[src/rtl/read_port_scoreboard.sv]
// Single-entry decode/issue stage with a per-register pending-write scoreboard.
// Optional macro SCOREBOARD_WB_BYPASS_EN lets a same-cycle writeback clear a RAW hazard.
module read_port_scoreboard #(
  parameter int NUM_REGS = 32,
  parameter int CNT_W    = 2,
  parameter int STALL_W  = 16,
  localparam int ADDR_W  = $clog2(NUM_REGS)
) (
  input  logic               clock,
  input  logic               reset_n,
  input  logic               in_valid,
  input  logic [31:0]        in_insn,
  output logic               in_ready,
  input  logic               flush,
  input  logic               wb_valid,
  input  logic [ADDR_W-1:0]  wb_addr,
  output logic               out_valid,
  input  logic               out_ready,
  output logic [31:0]        out_insn,
  output logic [ADDR_W-1:0]  out_rs_a,
  output logic [ADDR_W-1:0]  out_rs_b,
  output logic [ADDR_W-1:0]  out_rd,
  output logic               out_rd_we,
  output logic [STALL_W-1:0] stall_cycles
);

  localparam logic [CNT_W-1:0] CNT_MAX = '1;

  typedef struct packed {
    logic [ADDR_W-1:0] rs_a;
    logic [ADDR_W-1:0] rs_b;
    logic [ADDR_W-1:0] rd;
    logic              we;
  } dec_t;

  function automatic dec_t decode(input logic [31:0] insn);
    dec_t d;
    d = '0;
    case (insn[31:27])
      5'b00000: begin
        d.rs_a = ADDR_W'(insn[21:17]);
        d.rs_b = ADDR_W'(insn[16:12]);
        d.rd   = ADDR_W'(insn[26:22]);
        d.we   = 1'b1;
      end
      5'b00101, 5'b01000: begin
        d.rs_a = ADDR_W'(insn[21:17]);
        d.rd   = ADDR_W'(insn[26:22]);
        d.we   = 1'b1;
      end
      5'b00111: begin
        d.rs_a = ADDR_W'(insn[21:17]);
        d.rs_b = ADDR_W'(insn[26:22]);
      end
      5'b00100: d.rs_a = ADDR_W'(insn[26:22]);
      5'b00010, 5'b00110: begin
        d.rs_a = ADDR_W'(insn[26:22]);
        d.rs_b = ADDR_W'(insn[21:17]);
      end
      5'b10110: d.rs_a = ADDR_W'(30);
      5'b00011: begin
        d.rd = ADDR_W'(31);
        d.we = 1'b1;
      end
      5'b10101: begin
        d.rd = ADDR_W'(30);
        d.we = 1'b1;
      end
      default: d = '0;
    endcase
    return d;
  endfunction

  function automatic logic [STALL_W-1:0] sat_inc(input logic [STALL_W-1:0] v);
    return (&v) ? v : v + 1'b1;
  endfunction

  // Stage p1: held instruction; vld_p1 is the "full" flag
  logic              vld_p1;
  logic [31:0]       insn_p1;
  logic [ADDR_W-1:0] rs_a_p1, rs_b_p1, rd_p1;
  logic              we_p1;
  logic              ready_en;

  logic [CNT_W-1:0]    cnt     [NUM_REGS];
  logic [CNT_W-1:0]    cnt_eff [NUM_REGS];
  logic [NUM_REGS-1:0] inc_vec, dec_vec;
  logic [STALL_W-1:0]  stall_cnt;
  logic                stall, issue, accept;
  dec_t                in_dec;

  assign in_dec = decode(in_insn);

  // Writeback against an idle counter is ignored, so it never underflows
  always_comb begin
    dec_vec = '0;
    for (int i = 1; i < NUM_REGS; i++)
      dec_vec[i] = wb_valid && (wb_addr == ADDR_W'(i)) && (cnt[i] != '0);
  end

  always_comb begin
    for (int i = 0; i < NUM_REGS; i++) begin
      cnt_eff[i] = cnt[i];
`ifdef SCOREBOARD_WB_BYPASS_EN
      if (dec_vec[i]) cnt_eff[i] = cnt[i] - 1'b1;
`endif
    end
  end

  always_comb begin
    stall = ((rs_a_p1 != '0) && (cnt_eff[rs_a_p1] != '0)) ||
            ((rs_b_p1 != '0) && (cnt_eff[rs_b_p1] != '0)) ||
            (we_p1 && (cnt_eff[rd_p1] == CNT_MAX));
  end

  assign out_valid = vld_p1 && !stall && !flush;
  assign issue     = out_valid && out_ready;
  assign in_ready  = ready_en && !flush && (!vld_p1 || issue);
  assign accept    = in_valid && in_ready;

  always_comb begin
    inc_vec = '0;
    for (int i = 1; i < NUM_REGS; i++)
      inc_vec[i] = issue && we_p1 && (rd_p1 == ADDR_W'(i));
  end

  always_ff @(posedge clock or negedge reset_n) begin
    if (!reset_n) begin
      vld_p1    <= 1'b0;
      ready_en  <= 1'b0;
      stall_cnt <= '0;
      for (int i = 0; i < NUM_REGS; i++) cnt[i] <= '0;
    end else begin
      ready_en <= 1'b1;
      if (accept)              vld_p1 <= 1'b1;
      else if (flush || issue) vld_p1 <= 1'b0;
      if (vld_p1 && stall) stall_cnt <= sat_inc(stall_cnt);
      for (int i = 0; i < NUM_REGS; i++) begin
        if (inc_vec[i] && !dec_vec[i])      cnt[i] <= cnt[i] + 1'b1;
        else if (dec_vec[i] && !inc_vec[i]) cnt[i] <= cnt[i] - 1'b1;
      end
    end
  end

  // Payload only moves on accept, which keeps it stable while stalled or backpressured
  always_ff @(posedge clock) begin
    if (accept) begin
      insn_p1 <= in_insn;
      rs_a_p1 <= in_dec.rs_a;
      rs_b_p1 <= in_dec.rs_b;
      rd_p1   <= in_dec.rd;
      we_p1   <= in_dec.we;
    end
  end

  assign out_insn     = insn_p1;
  assign out_rs_a     = rs_a_p1;
  assign out_rs_b     = rs_b_p1;
  assign out_rd       = rd_p1;
  assign out_rd_we    = we_p1;
  assign stall_cycles = stall_cnt;

endmodule

[config.mk]
export PLATFORM = sky130hd
export DESIGN_NAME = read_port_scoreboard
export DESIGN_NICKNAME = d
export VERILOG_FILES = /design/src/rtl/read_port_scoreboard.sv
export SDC_FILE = /design/constraint.sdc
export NUM_CORES = 1
export LEC_CHECK = 0
export ABC_AREA = 1
export BUFFER_PORTS_ARGS = -buffer_cell sky130_fd_sc_hd__buf_2
export CELL_PAD_IN_SITES_DETAIL_PLACEMENT = 0
export CELL_PAD_IN_SITES_GLOBAL_PLACEMENT = 2
export CORE_MARGIN = 5
export CORE_UTILIZATION = 34
export DETAILED_ROUTE_END_ITERATION = 10
export HOLD_SLACK_MARGIN = 0.1
export PLACE_DENSITY_LB_ADDON = 0.08
export SLEW_MARGIN = 20
export SYNTH_ARGS = -nofsm -noshare
export SYNTH_HDL_FRONTEND = slang
export SYNTH_SLANG_ARGS = --single-unit
[constraint.sdc]
create_clock -name clock -period 3.35 [get_ports clock]
set_input_delay 0.1675 -clock clock [delete_from_list [all_inputs] [get_ports clock]]
set_output_delay 0.1675 -clock clock [all_outputs]
set_load 0.005 [all_outputs]
# After elaboration in Yosys (flattened, before gate mapping)
# Cells that the tools add are included.
[word_totals] output_inout_bits=66 latchBits=0 word_cells=566 rom_bits=0 regBits=128 mem_bits_rw=0 n_memories=0 in_bits=43
[op_classes] div_mod_pow=0 addsub=63 bitwise_logic=4 n_reduce_logical=309 mux=76 mul=0 n_shift=0 n_lt_le_gt_ge=3 eq_ne=72
[op_table] op="$eq 5x5->1 const B" count=34
[op_table] op="$logic_and 1x1->1" count=166
[op_table] op="$mux 2" count=68
[op_table] op="$reduce_bool 2->1" count=65
[op_table] op="$eq 5x4->1 const B" count=17
[op_table] op="$logic_not 1->1" count=65
[op_table] op="$add 2x1->2 const B" count=31
[op_table] op="$sub 2x1->2 const B" count=31
[op_table] op="$eq 5x3->1 const B" count=12
[op_table] op="$bmux 2 s5" count=3
[op_table] op="$eq 5x2->1 const B" count=6
[op_table] op="$pmux 5 s3" count=2
[op_table] op="$ge 6x6->1 const B" count=3
[op_table] op="$not 5->6" count=3
[op_table] op="$pmux 6 s3" count=1
[op_table] op="$add 16x1->16 const B" count=1
[op_table] op="$reduce_and 16->1" count=1
[op_table] op="$eq 5x1->1 const B" count=2
[op_table] op="$reduce_bool 5->1" count=2
[op_table] op="$reduce_or 3->1" count=2
[op_table] op="$logic_not 5->1" count=1
[op_table] op="$logic_or 1x1->1" count=4
[op_table] op="$reduce_or 4->1" count=1
[op_table] op="$eq 2x2->1 const B" count=1
[op_table] op="other kinds (4)" count=5

# Longest topological paths before layout
# Gate-level depths: netlist of run 1.
[depth] depth_word=18 ltp_mapped=22 mapped_depth_nobuf=21

# Least setup slack after synthesis of run 1
# OpenSTA, ideal clock, no wires.
[synth_timing] path_type="reg-to-reg" start="reg rd_p1[0], in the netlist out_rd[0]" end="reg insn_p1[0], in the netlist out_insn[0] (enable)" period_less_slack_ps=2953 n_path_buf=2 slack_ps=397 setup_time_ps=402 required_ps=2948 stages_incl_launch_ff=16 arrival_ps=2550 path_cell_list="edfxtp_1 -> buf_6 -> buf_6 -> nand2_4 -> inv_4 -> nand2_1 -> nand3_1 -> nand2_1 -> nand2_1 -> o21ai_1 -> nand2_1 -> nand3_4 -> nand4_4 -> nand2_1 -> nand3_1 -> inv_1"
[synth_between] elab_chain_len=14
[synth_rtl] element="start: declaration" line_no="81" text="logic [ADDR_W-1:0] rs_a_p1, rs_b_p1, rd_p1;"
[synth_rtl] element="start signal: assignment" line_no="151" text="rd_p1 <= in_dec.rd;"
[synth_rtl] element="$not 5->6 (not written as such)" line_no="113" text="(we_p1 && (cnt_eff[rd_p1] == CNT_MAX));"
[synth_rtl] element="$bmux 2 s5" line_no="113"
[synth_rtl] element="$mux 2 (not written as such) (2 in series)" line_no="113"
[synth_rtl] element="$eq 2x2->1" line_no="113"
[synth_rtl] element="$logic_and 1x1->1" line_no="113"
[synth_rtl] element="$logic_or 1x1->1" line_no="112" text="((rs_b_p1 != '0) && (cnt_eff[rs_b_p1] != '0)) ||"
[synth_rtl] element="$logic_not 1->1" line_no="116" text="assign out_valid = vld_p1 && !stall && !flush;"
[synth_rtl] element="$logic_and 1x1->1 (2 in series)" line_no="116"
[synth_rtl] element="$logic_and 1x1->1" line_no="117" text="assign issue = out_valid && out_ready;"
[synth_rtl] element="$logic_or 1x1->1" line_no="118" text="assign in_ready = ready_en && !flush && (!vld_p1 || issue);"
[synth_rtl] element="$logic_and 1x1->1" line_no="118"
[synth_rtl] element="$logic_and 1x1->1" line_no="119" text="assign accept = in_valid && in_ready;"
[synth_rtl] element="via accept" line_no="89" text="logic stall, issue, accept;"
[synth_rtl] element="end signal: assignment" line_no="148" text="insn_p1 <= in_insn;"
[synth_rtl] element="end: declaration" line_no="80" text="logic [31:0] insn_p1;"
# The timed path passes the listed nets, and every way through them passes these cells. The select of a mux whose other input is x is not followed.
# A chain may end at the register's enable or synchronous reset.

# Worst setup path in the final report of run 1
[layout_timing] start="reg rd_p1[0], in the netlist out_rd[0]" end="reg cnt[31] in the netlist's numbering"
[layout_between] elab_chain_len=16 elab_cells_between_ends=19 cone_classes="eq/ne: 2; mux: 4; bitwise: 1; reduce/logical: 12"
[layout_rtl] element="$not 5->6 (not written as such)" line_no="113"
[layout_rtl] element="$bmux 2 s5" line_no="113"
[layout_rtl] element="$mux 2 (not written as such) (2 in series)" line_no="113"
[layout_rtl] element="$eq 2x2->1" line_no="113"
[layout_rtl] element="$logic_and 1x1->1" line_no="113"
[layout_rtl] element="$logic_or 1x1->1" line_no="112"
[layout_rtl] element="$logic_not 1->1" line_no="116"
[layout_rtl] element="$logic_and 1x1->1 (2 in series)" line_no="116"
[layout_rtl] element="$logic_and 1x1->1" line_no="117"
[layout_rtl] element="$logic_and 1x1->1" line_no="124" text="inc_vec[i] = issue && we_p1 && (rd_p1 == ADDR_W'(i));"
[layout_rtl] element="$logic_and 1x1->1 *" line_no="124"
[layout_rtl] element="$logic_not 1->1" line_no="140" text="else if (dec_vec[i] && !inc_vec[i]) cnt[i] <= cnt[i] - 1'b1;"
[layout_rtl] element="$logic_and 1x1->1" line_no="140"
[layout_rtl] element="$reduce_bool 2->1 (no line)"
[layout_rtl] element="end signal: indexed assignment" line_no="139" text="if (inc_vec[i] && !dec_vec[i]) cnt[i] <= cnt[i] + 1'b1;"
[layout_rtl] element="end signal: indexed assignment" line_no="140"
[layout_rtl] element="end: declaration" line_no="85" text="logic [CNT_W-1:0] cnt [NUM_REGS];"
# Every way passes the cells marked *; elsewhere a longest branch is shown, timed or not. The select of a mux whose other input is x is not followed.

==> results.sh, run 1 <==
export IMPL_outcome="completed"
export IMPL_clockBufferDepth=2
export IMPL_synth_most_common_cell="nand2_1"
export IMPL_dr_wl_met2_um=10940
export IMPL_grt_antenna_before_repair=1
export IMPL_r2r_setup_slack_ns=0.20
export IMPL_nets=1220
export IMPL_seq_area_frac_synth_pct=44.29
export IMPL_dieArea_um2=25990
export IMPL_critPathTopFamily="simple AND/OR/NAND/NOR gates"
export IMPL_synth_top_area_share_pct=25.75
export IMPL_synth_flop_cell="dfrtp_1"
export IMPL_wirelength_um=24490
export IMPL_arrival_ns=3.45
export IMPL_drt_iter0_drc=369
export IMPL_vias=6820
export IMPL_crit_path_start_kind="flop"
export IMPL_grt_setup_unrepaired="yes"
export IMPL_area_growth_pct=25.17
export IMPL_power_density_nw_per_um2=550.4
export IMPL_cp_required_ns=3.65
export IMPL_core_area_um2=22570
export IMPL_dieHeight_um=161.2
export IMPL_wl_per_cell_um=16.97
export IMPL_dp_cells=1373
export IMPL_worst_hold_slack_ns=0.3693
export IMPL_wl_met1_um=11700
export IMPL_ys_top_cells_by_count="261 x nand2_1, 116 x nor2_1, 104 x inv_1"
export IMPL_synth_seq_cells=128
export IMPL_critPathMaxFanout=15
export IMPL_overflow=0
export IMPL_syn_instance_count=972
export IMPL_min_from="wb_addr[4]"
export IMPL_worstSetupEndpointType="flop"
export IMPL_grt_pass1_vias=6753
export IMPL_port_buffers=108
export IMPL_hp_class="input port to flop"
export IMPL_routed_wl_met3_um=1490
export IMPL_crit_type="flop to flop"
export IMPL_cts_buffers_inserted=17
export IMPL_reg2reg_to="cnt[31]"
export IMPL_synth_largest_area_cell="dfrtp_1"
export IMPL_yosysWarnings=0
export IMPL_synth_edf_count=48
export IMPL_final_period_utilization_pct=94.09
export IMPL_dr_max_layer_used="met5"
export IMPL_cts_tree="yes"
export IMPL_clock_latency_ns=0.44
export IMPL_grt_use_total_pct=19.16
export IMPL_crit_slowest_cell="edfxtp_1"
export IMPL_finalPower_mw=5.356
export IMPL_cts_root_buf="clkbuf_16"
export IMPL_min_to="cnt[54]"
export IMPL_finalClockSkew_ns=0.01834
export IMPL_final_core_util_pct=43.11
export IMPL_cp_common_cell="nand2_1"
export IMPL_synth_nets=1047
export IMPL_fin_area_um2=9731
export IMPL_finalSetupTns_ns=0
export IMPL_hold_depth=7
export IMPL_initial_utilization_pct=34.44
export IMPL_num_rows=55
export IMPL_place_worst_setup_slack_ns=0.2294
export IMPL_crit_chain="buf_4, clkbuf_16, nand2_1, o21ai_1, nand2_1, nand2_1, nand2_1, nand2_1, o21ai_0, nand2_1, nand3_4, nand4_4, nor2_4, nand3_1, nor2_1, ha_1, a21oi_1, o21ai_0, xor2_1"
export IMPL_avgSynthCellArea_um2=7.998
export IMPL_dp_hpwl_um=18690
export IMPL_stdcell_count=1443
export IMPL_drive_gt1_share_pct=17.62
export IMPL_ant_nets=0
export IMPL_ys_types=35
export IMPL_slew_headroom_pct=37.96
export IMPL_setup_ws_ns=0.1981
export IMPL_synthArstFlopShare_pct=62.50
export IMPL_placed_cell_area_um2=8750
export IMPL_fp_dieW_um=161.2
export IMPL_fin_crit_ns=3.152
export IMPL_r2r_cells=19
export IMPL_gp_congestion=0.8248
export IMPL_synth_area_top_cells="dfrtp_1 26%, edfxtp_1 19%, nand2_1 13%"
export IMPL_clock_sinks=128
export IMPL_h_tree_depth=4
export IMPL_critPathBufInv=2
export IMPL_grt_pass1_wl_um=38440
export IMPL_finalHoldViolations=0
export IMPL_ir_drop_uv=332.0
export IMPL_final_setup_viol_count=0
export IMPL_firstDrtPassIters=5
export IMPL_drt_drc_violations_left=0
export IMPL_rr_startpoint="out_rd[0]"
export IMPL_grt_start_max_net_pins=61
export IMPL_syn_area_um2=7774
export IMPL_worst_path_largest_cell_delay_ns=0.48
export IMPL_avgViaCountPerCell=4.726
export IMPL_n_antenna_cell=0
export IMPL_worst_slew_pin_slew_ns=0.9306
export IMPL_pin_count=109
export IMPL_max_cap_violations=0
export IMPL_slew_violations=0
export IMPL_fmaxAchievable_mhz=317.3
export IMPL_leakage_nw=4.529
export IMPL_clkTransAtPathRegs_ns=0.06
## layer usage
layer / vias to the layer above / track usage [%]
met1: 3159 / 26.54
li1: 3487 / -
met3: 24 / 5.052
met4: 2 / 4.420
met2: 148 / 30.18
met5: - / 0
## sequential cells by signal (all words and copies together) (netlist names)
name / cells
vld_p1: 1
ready_en: 1
out_rs_a: 5
out_rd: 5
out_rs_b: 5
out_rd_we: 1
out_insn: 32
stall_cycles: 16
cnt: 62
## cells by family after synthesis
family          count (synthesis)  synth area share (%)
simple gates                  479                 25.95
buf+inv                       130                 7.436
flops                         128                 44.29
compound gates                125                 8.450
xor+xnor                       77                 8.675
fa+ha+maj                      32                 5.150
other cells                     1               0.04824
## tightest hold or removal path, delay by kind of cell
family                     cells  cell delay [ns]
xor gates and xnor gates       1             0.06
and+or+nand+nor                3             0.20
buffers and inverters          2             0.16
adders and majority gates      1             0.15
## report_power, final
part	switching (mW)	internal (mW)	total, mW
sequential	0.258	1.94	2.20
clock	0.843	0.988	1.83
combinational	0.838	0.485	1.32
## worst max path at each step
stage / slack [ns] / cells past startpoint / end / startpoint
after detailed placement: 0.23 / 18 / cnt[11] / out_rd[1]
after floorplan: 0.40 / 15 / out_insn[0] / out_rd[0]
final: 0.20 / 19 / cnt[31] / out_rd[0]
after global routing: -0.04 / 19 / cnt[31] / out_rd[0]
after global placement: 0.19 / 18 / cnt[29] / out_rd[1]
after CTS: 0.21 / 18 / cnt[11] / out_rd[1]
## repair_timing
item	4_1_cts	5_1_grt
gates resized for setup	0	7
endpoints found under the setup margin	0	23
buffers inserted	0	2
endpoints found under the hold margin	97	0
hold buffers	35	0
## cell usage in the layout, fill, tap and decap left out, types with 5 or more instances in the layout
cell type / instances
clkbuf_16: 18
a21oi_1: 44
ha_1: 32
o21ai_0: 54
buf_4: 23
buf_2: 107
o21ai_1: 15
dfrtp_1: 80
dlygate4sd3_1: 35
o211ai_1: 6
nor2_2: 17
xor2_1: 31
inv_1: 103
nor3_1: 8
nand3_1: 63
inv_2: 7
nor2_1: 113
edfxtp_1: 48
xnor2_1: 46
nand2_1: 261
inv_8: 5
inv_6: 5
## final cells by class
type / instances / area, um^2
clock buffers: 17 / 425.4
clock inverters: 15 / 145.1
fillers: 2329 / 12840
inverters: 113 / 429.2
multi-input cells: 714 / 3765
flip-flops and latches: 128 / 3443
well taps: 285 / 356.6
repair buffers: 171 / 1166
Power figures use the tool's default switching activity.
==> run 2: changes to the inputs <==
--- a/config.mk
+++ b/config.mk
@@ -13,6 +13,7 @@
 export CORE_UTILIZATION = 34
 export DETAILED_ROUTE_END_ITERATION = 10
 export HOLD_SLACK_MARGIN = 0.1
+export MAX_ROUTING_LAYER = met4
 export PLACE_DENSITY_LB_ADDON = 0.08
 export SLEW_MARGIN = 20
 export SYNTH_ARGS = -nofsm -noshare
==> results.sh, run 2 (synthesis results as in run 1) <==
export IMPL_worst_hold_slack_ns=0.3684
export IMPL_grt_antenna_before_repair=1
export IMPL_wl_per_cell_um=17.00
export IMPL_crit_path_start_kind="flop"
export IMPL_mostFrequentLayoutCells="261 x nand2_1, 113 x nor2_1, 107 x buf_2, 103 x inv_1, 80 x dfrtp_1"
export IMPL_rr_startpoint="out_rd[0]"
export IMPL_finalHoldViolations=0
export IMPL_cp_required_ns=3.65
export IMPL_drt_iter0_drc=365
export IMPL_layout_commonest_cell="nand2_1"
export IMPL_multiInputGateArea_um2=3765
export IMPL_outcome="completed"
export IMPL_firstDrtPassIters=5
export IMPL_cp_startpoint="out_rd[0]"
export IMPL_h_tree_depth=4
export IMPL_drt_drc_violations_left=0
export IMPL_power_density_nw_per_um2=549.9
export IMPL_clockBufferDepth=2
export IMPL_grt_pass1_vias=6765
export IMPL_grt_pass1_wl_um=38430
export IMPL_max_cap_violations=0
export IMPL_ant_nets=0
export IMPL_largest_reg_flops=62
export IMPL_reg2reg_to="cnt[31]"
export IMPL_grt_setup_unrepaired="yes"
export IMPL_port_buffers=108
export IMPL_leakage_nw=4.529
export IMPL_worst_slew_pin_slew_ns=0.9332
export IMPL_initial_utilization_pct=34.44
export IMPL_final_period_utilization_pct=93.34
export IMPL_slew_violations=0
export IMPL_cts_tree="yes"
export IMPL_drive_gt1_share_pct=17.62
export IMPL_fin_crit_ns=3.127
export IMPL_arrival_ns=3.43
export IMPL_regMostFlops="cnt"
export IMPL_area_growth_pct=25.21
export IMPL_cts_root_buf="clkbuf_16"
export IMPL_ir_drop_uv=332.8
export IMPL_clock_sinks=128
export IMPL_clkTransAtPathRegs_ns=0.06
export IMPL_fillCellCount=2328
export IMPL_dieHeight_um=161.2
export IMPL_r2r_cells=19
export IMPL_pin_count=109
export IMPL_clock_latency_ns=0.43
export IMPL_core_area_um2=22570
export IMPL_nets=1220
export IMPL_grt_start_max_net_pins=61
export IMPL_finalClockSkew_ns=0.01541
export IMPL_slew_headroom_pct=37.79
export IMPL_vias=6804
export IMPL_final_setup_viol_count=0
export IMPL_cts_buffers_inserted=17
export IMPL_hp_class="input port to flop"
export IMPL_endpoint="cnt[31]"
export IMPL_r2r_setup_slack_ns=0.22
export IMPL_final_core_util_pct=43.12
export IMPL_num_rows=55
export IMPL_fmaxAchievable_mhz=319.8
export IMPL_worstSetupEndpointType="flop"
export IMPL_fp_dieW_um=161.2
export IMPL_grt_use_total_pct=19.74
export IMPL_critPathMaxFanout=15
export IMPL_crit_type="flop to flop"
export IMPL_avgViaCountPerCell=4.712
export IMPL_finalSetupTns_ns=0
export IMPL_overflow=0
export IMPL_wirelength_um=24540
export IMPL_gp_congestion=0.8373
export IMPL_dieArea_um2=25990
export IMPL_dp_hpwl_um=18690
export IMPL_regArea_um2=3443
run 2: metrics by stage:
stage	area [um^2]	power (mW)	std cells	setup WS [ns]
floorplan	7774	3.014	972	0.3973
detailed placement	8750	3.522	1373	0.2294
global placement	8750	3.536	1373	0.1897
global route	9733	5.709	1444	-0.03719
CTS	9671	5.413	1440	0.2102
finish	9733	5.352	1444	0.2232
run 2: repair_timing:
item,4_1_cts,5_1_grt
endpoints found under the setup margin,0,23
hold buffers,35,0
buffers inserted,0,2
gates resized for setup,0,7
hold endpoints to repair,97,0
run 2: how the worst min path moves through the flow:
stage                     depth (start not counted)  slack (ns)        from          end
after detailed placement                          1        0.34     reset_n      cnt[11]
after global routing                              6        0.43  wb_addr[2]       cnt[2]
after floorplan                                   0       -0.13     reset_n       cnt[0]
final                                             7        0.37  wb_addr[4]      cnt[54]
after global placement                            1        0.34  in_insn[2]  out_insn[2]
after CTS                                         7        0.36  wb_addr[0]      cnt[54]
run 2: area by class of cell:
| cell class | instances | area share (%) |
|---|---|---|
| Antenna cell | 1 | 0.02571 |
| Clock buffer | 17 | 4.371 |
| Clock inverter | 15 | 1.491 |
| Inverter | 113 | 4.409 |
| Multi-Input combinational cell | 714 | 38.68 |
| Sequential cell | 128 | 35.38 |
| Tap cell | 285 | 3.664 |
| Timing Repair Buffer | 171 | 11.98 |
run 2: layer usage:
metal  vias to the layer above  wire [um]  track usage (%)
li1                       3489          -                -
met1                      3157      11940            26.74
met2                       139      11060            30.30
met3                        19       1263            4.695
met4                         0        279            4.420
met5                         -          0                -
run 2: power by group:
part	switching, mW	leakage [nW]	internal, mW
Sequential	0.257	1.44	1.94
Combinational	0.835	2.82	0.485
Clock	0.844	0.274	0.988
run 2: worst max-delay path, stage by stage, from the launching register on:
cell and delay, ns:
edfxtp_1 0.48, buf_4 0.21, clkbuf_16 0.17, nand2_1 0.06
o21ai_1 0.06, nand2_1 0.06, nand2_1 0.05, nand2_1 0.05
nand2_1 0.08, o21ai_0 0.16, nand2_1 0.13, nand3_4 0.14
nand4_4 0.13, nor2_4 0.20, nand3_1 0.17, nor2_1 0.18
ha_1 0.28, a21oi_1 0.11, o21ai_0 0.12, xor2_1 0.16
==> run 3: changes to the inputs <==
--- a/config.mk
+++ b/config.mk
@@ -10,11 +10,12 @@
 export CELL_PAD_IN_SITES_DETAIL_PLACEMENT = 0
 export CELL_PAD_IN_SITES_GLOBAL_PLACEMENT = 2
 export CORE_MARGIN = 5
-export CORE_UTILIZATION = 34
+export CORE_UTILIZATION = 35
+export CTS_BUF_LIST = sky130_fd_sc_hd__clkbuf_4
 export DETAILED_ROUTE_END_ITERATION = 10
 export HOLD_SLACK_MARGIN = 0.1
 export MAX_ROUTING_LAYER = met4
-export PLACE_DENSITY_LB_ADDON = 0.08
+export PLACE_DENSITY_LB_ADDON = 0.1
 export SLEW_MARGIN = 20
 export SYNTH_ARGS = -nofsm -noshare
 export SYNTH_HDL_FRONTEND = slang
==> results.sh, run 3 (synthesis results as in run 1) <==
export IMPL_finalHoldViolations=0
export IMPL_drive_gt1_share_pct=17.03
export IMPL_place_worst_setup_slack_ns=0.2299
export IMPL_nets=1219
export IMPL_slew_headroom_pct=56.27
export IMPL_area_growth_pct=21.26
export IMPL_pin_count=109
export IMPL_port_buffers=108
export IMPL_critPathTopFamily="buffers and inverters"
export IMPL_fmaxAchievable_mhz=318.7
export IMPL_arrival_ns=3.66
export IMPL_largest_reg_flops=62
export IMPL_power_density_nw_per_um2=488.7
export IMPL_grt_antenna_before_repair=1
export IMPL_fin_crit_ns=3.138
export IMPL_wl_per_cell_um=17.03
export IMPL_core_area_um2=21820
export IMPL_final_setup_viol_count=0
export IMPL_firstDrtPassIters=5
export IMPL_hp_class="input port to flop"
export IMPL_critPathBufInv=4
export IMPL_drt_drc_violations_left=0
export IMPL_overflow=0
export IMPL_cts_root_buf="clkbuf_4"
export IMPL_grt_pass1_wl_um=38640
export IMPL_finalClockSkew_ns=0.02369
export IMPL_worst_hold_slack_ns=0.1944
export IMPL_max_cap_violations=0
export IMPL_clkTransAtPathRegs_ns=0.13
export IMPL_dieHeight_um=159.0
export IMPL_crit_chain="buf_12, buf_12, nand2_1, nand2_1, nand2_1, nand2_1, nand2_1, nand2_1, o21ai_0, nand2_1, nand3_4, nand4_4, nand2_1, nand3_1, dlygate4sd3_1, nand2_1, dlygate4sd3_1"
export IMPL_grt_setup_unrepaired="yes"
export IMPL_drt_iter0_drc=361
export IMPL_outcome="completed"
export IMPL_vias=6801
export IMPL_final_core_util_pct=43.19
export IMPL_slew_violations=0
export IMPL_finalSetupTns_ns=0
export IMPL_h_tree_depth=4
export IMPL_finalPower_mw=4.607
export IMPL_cts_buffers_inserted=17
export IMPL_fp_dieW_um=159.0
export IMPL_clock_sinks=128
export IMPL_grt_use_total_pct=19.92
export IMPL_crit_type="flop to flop"
export IMPL_ant_nets=0
export IMPL_dp_hpwl_um=19030
export IMPL_num_rows=54
export IMPL_initial_utilization_pct=35.62
export IMPL_ir_drop_uv=286.6
export IMPL_gp_congestion=0.8807
export IMPL_wirelength_um=24490
export IMPL_grt_pass1_vias=6894
export IMPL_cp_required_ns=3.87
export IMPL_layout_commonest_cell="nand2_1"
export IMPL_final_period_utilization_pct=93.67
export IMPL_clockBufferDepth=2
export IMPL_worstSetupEndpointType="flop"
export IMPL_setup_ws_ns=0.2122
export IMPL_dieArea_um2=25290
export IMPL_avgViaCountPerCell=4.729
export IMPL_clock_latency_ns=0.59
export IMPL_leakage_nw=4.398
export IMPL_critPathMaxFanout=37
export IMPL_regMostFlops="cnt"
export IMPL_worst_path_largest_cell_delay_ns=0.57
export IMPL_cts_tree="yes"
export IMPL_mostFrequentLayoutCells="261 x nand2_1, 116 x nor2_1, 107 x buf_2, 103 x inv_1, 80 x dfrtp_1"
export IMPL_worst_slew_pin_slew_ns=0.6529
export IMPL_crit_path_start_kind="flop"
export IMPL_crit_slowest_cell="dlygate4sd3_1"
export IMPL_cp_common_cell="nand2_1"
export IMPL_grt_start_max_net_pins=68
-- run 3: cell count changes in the layout (fill, tap and decap cells not counted), moves of 2 or more --
cell and change:
clkbuf_16 -18, clkbuf_4 +17, nor2_2 -4, buf_6 -2
nor2_1 +3, inv_8 -4, clkinv_4 +3, dlygate4sd3_1 +2
-- run 3: final timing paths --
check | from | end | slack (ns) | depth (start not counted)
max in group asynchronous | reset_n | cnt[46] | 1.94 | 5
worst max register to register | out_rd[0] | vld_p1 | 0.21 | 17
worst min register to register | cnt[46] | cnt[46] | 0.48 | 1
min in group asynchronous | reset_n | stall_cycles[1] | 0.58 | 3
worst min-delay path | wb_addr[2] | cnt[0] | 0.19 | 6
worst max-delay path | out_rd[0] | vld_p1 | 0.21 | 17
-- run 3: area by class of cell --
type | count | area, um^2
clock buffer | 17 | 127.6
multi-input combinational | 714 | 3767
antenna | 1 | 2.502
fill | 2259 | 12400
timing repair buffer | 170 | 1159
clock inverter | 15 | 147.6
sequential | 128 | 3443
tap | 280 | 350.3
inverter | 113 | 429.2
-- run 3: metrics by stage --
stage | cell area [um^2] | instances
3_3_place_gp | 8721 | 1365
4_1_cts | 9356 | 1433
3_5_place_dp | 8721 | 1365
2_1_floorplan | 7774 | 972
5_1_grt | 9427 | 1438
6_report | 9427 | 1438
-- run 3: worst register-to-register path, cell delays in order, from the launching register on --
cell	delay, ns
edfxtp_1	0.44
buf_12	0.19
buf_12	0.19
nand2_1	0.07
nand2_1	0.05
nand2_1	0.05
nand2_1	0.05
nand2_1	0.07
nand2_1	0.07
o21ai_0	0.15
nand2_1	0.12
nand3_4	0.14
nand4_4	0.15
nand2_1	0.09
nand3_1	0.09
dlygate4sd3_1	0.57
nand2_1	0.05
dlygate4sd3_1	0.54
-- run 3: per-layer routing --
layer  part of all wire (%)  GRT usage [%]
met1                     47          26.34
met2                     47          31.68
met3                    4.9          4.349
met4                    1.1          4.265
met5                      0              -
-- run 3: where the power goes --
part,switching [mW],total (mW),internal (mW)
Sequential,0.270,2.21,1.94
Combinational,0.833,1.30,0.471
Clock,0.708,1.09,0.387
-- run 3: timing repair --
action | in CTS | in global routing
setup buffers | 0 | 2
setup endpoints to repair | 0 | 13
hold endpoints to repair | 115 | 14
resized for setup | 0 | 5
hold buffers | 36 | 1
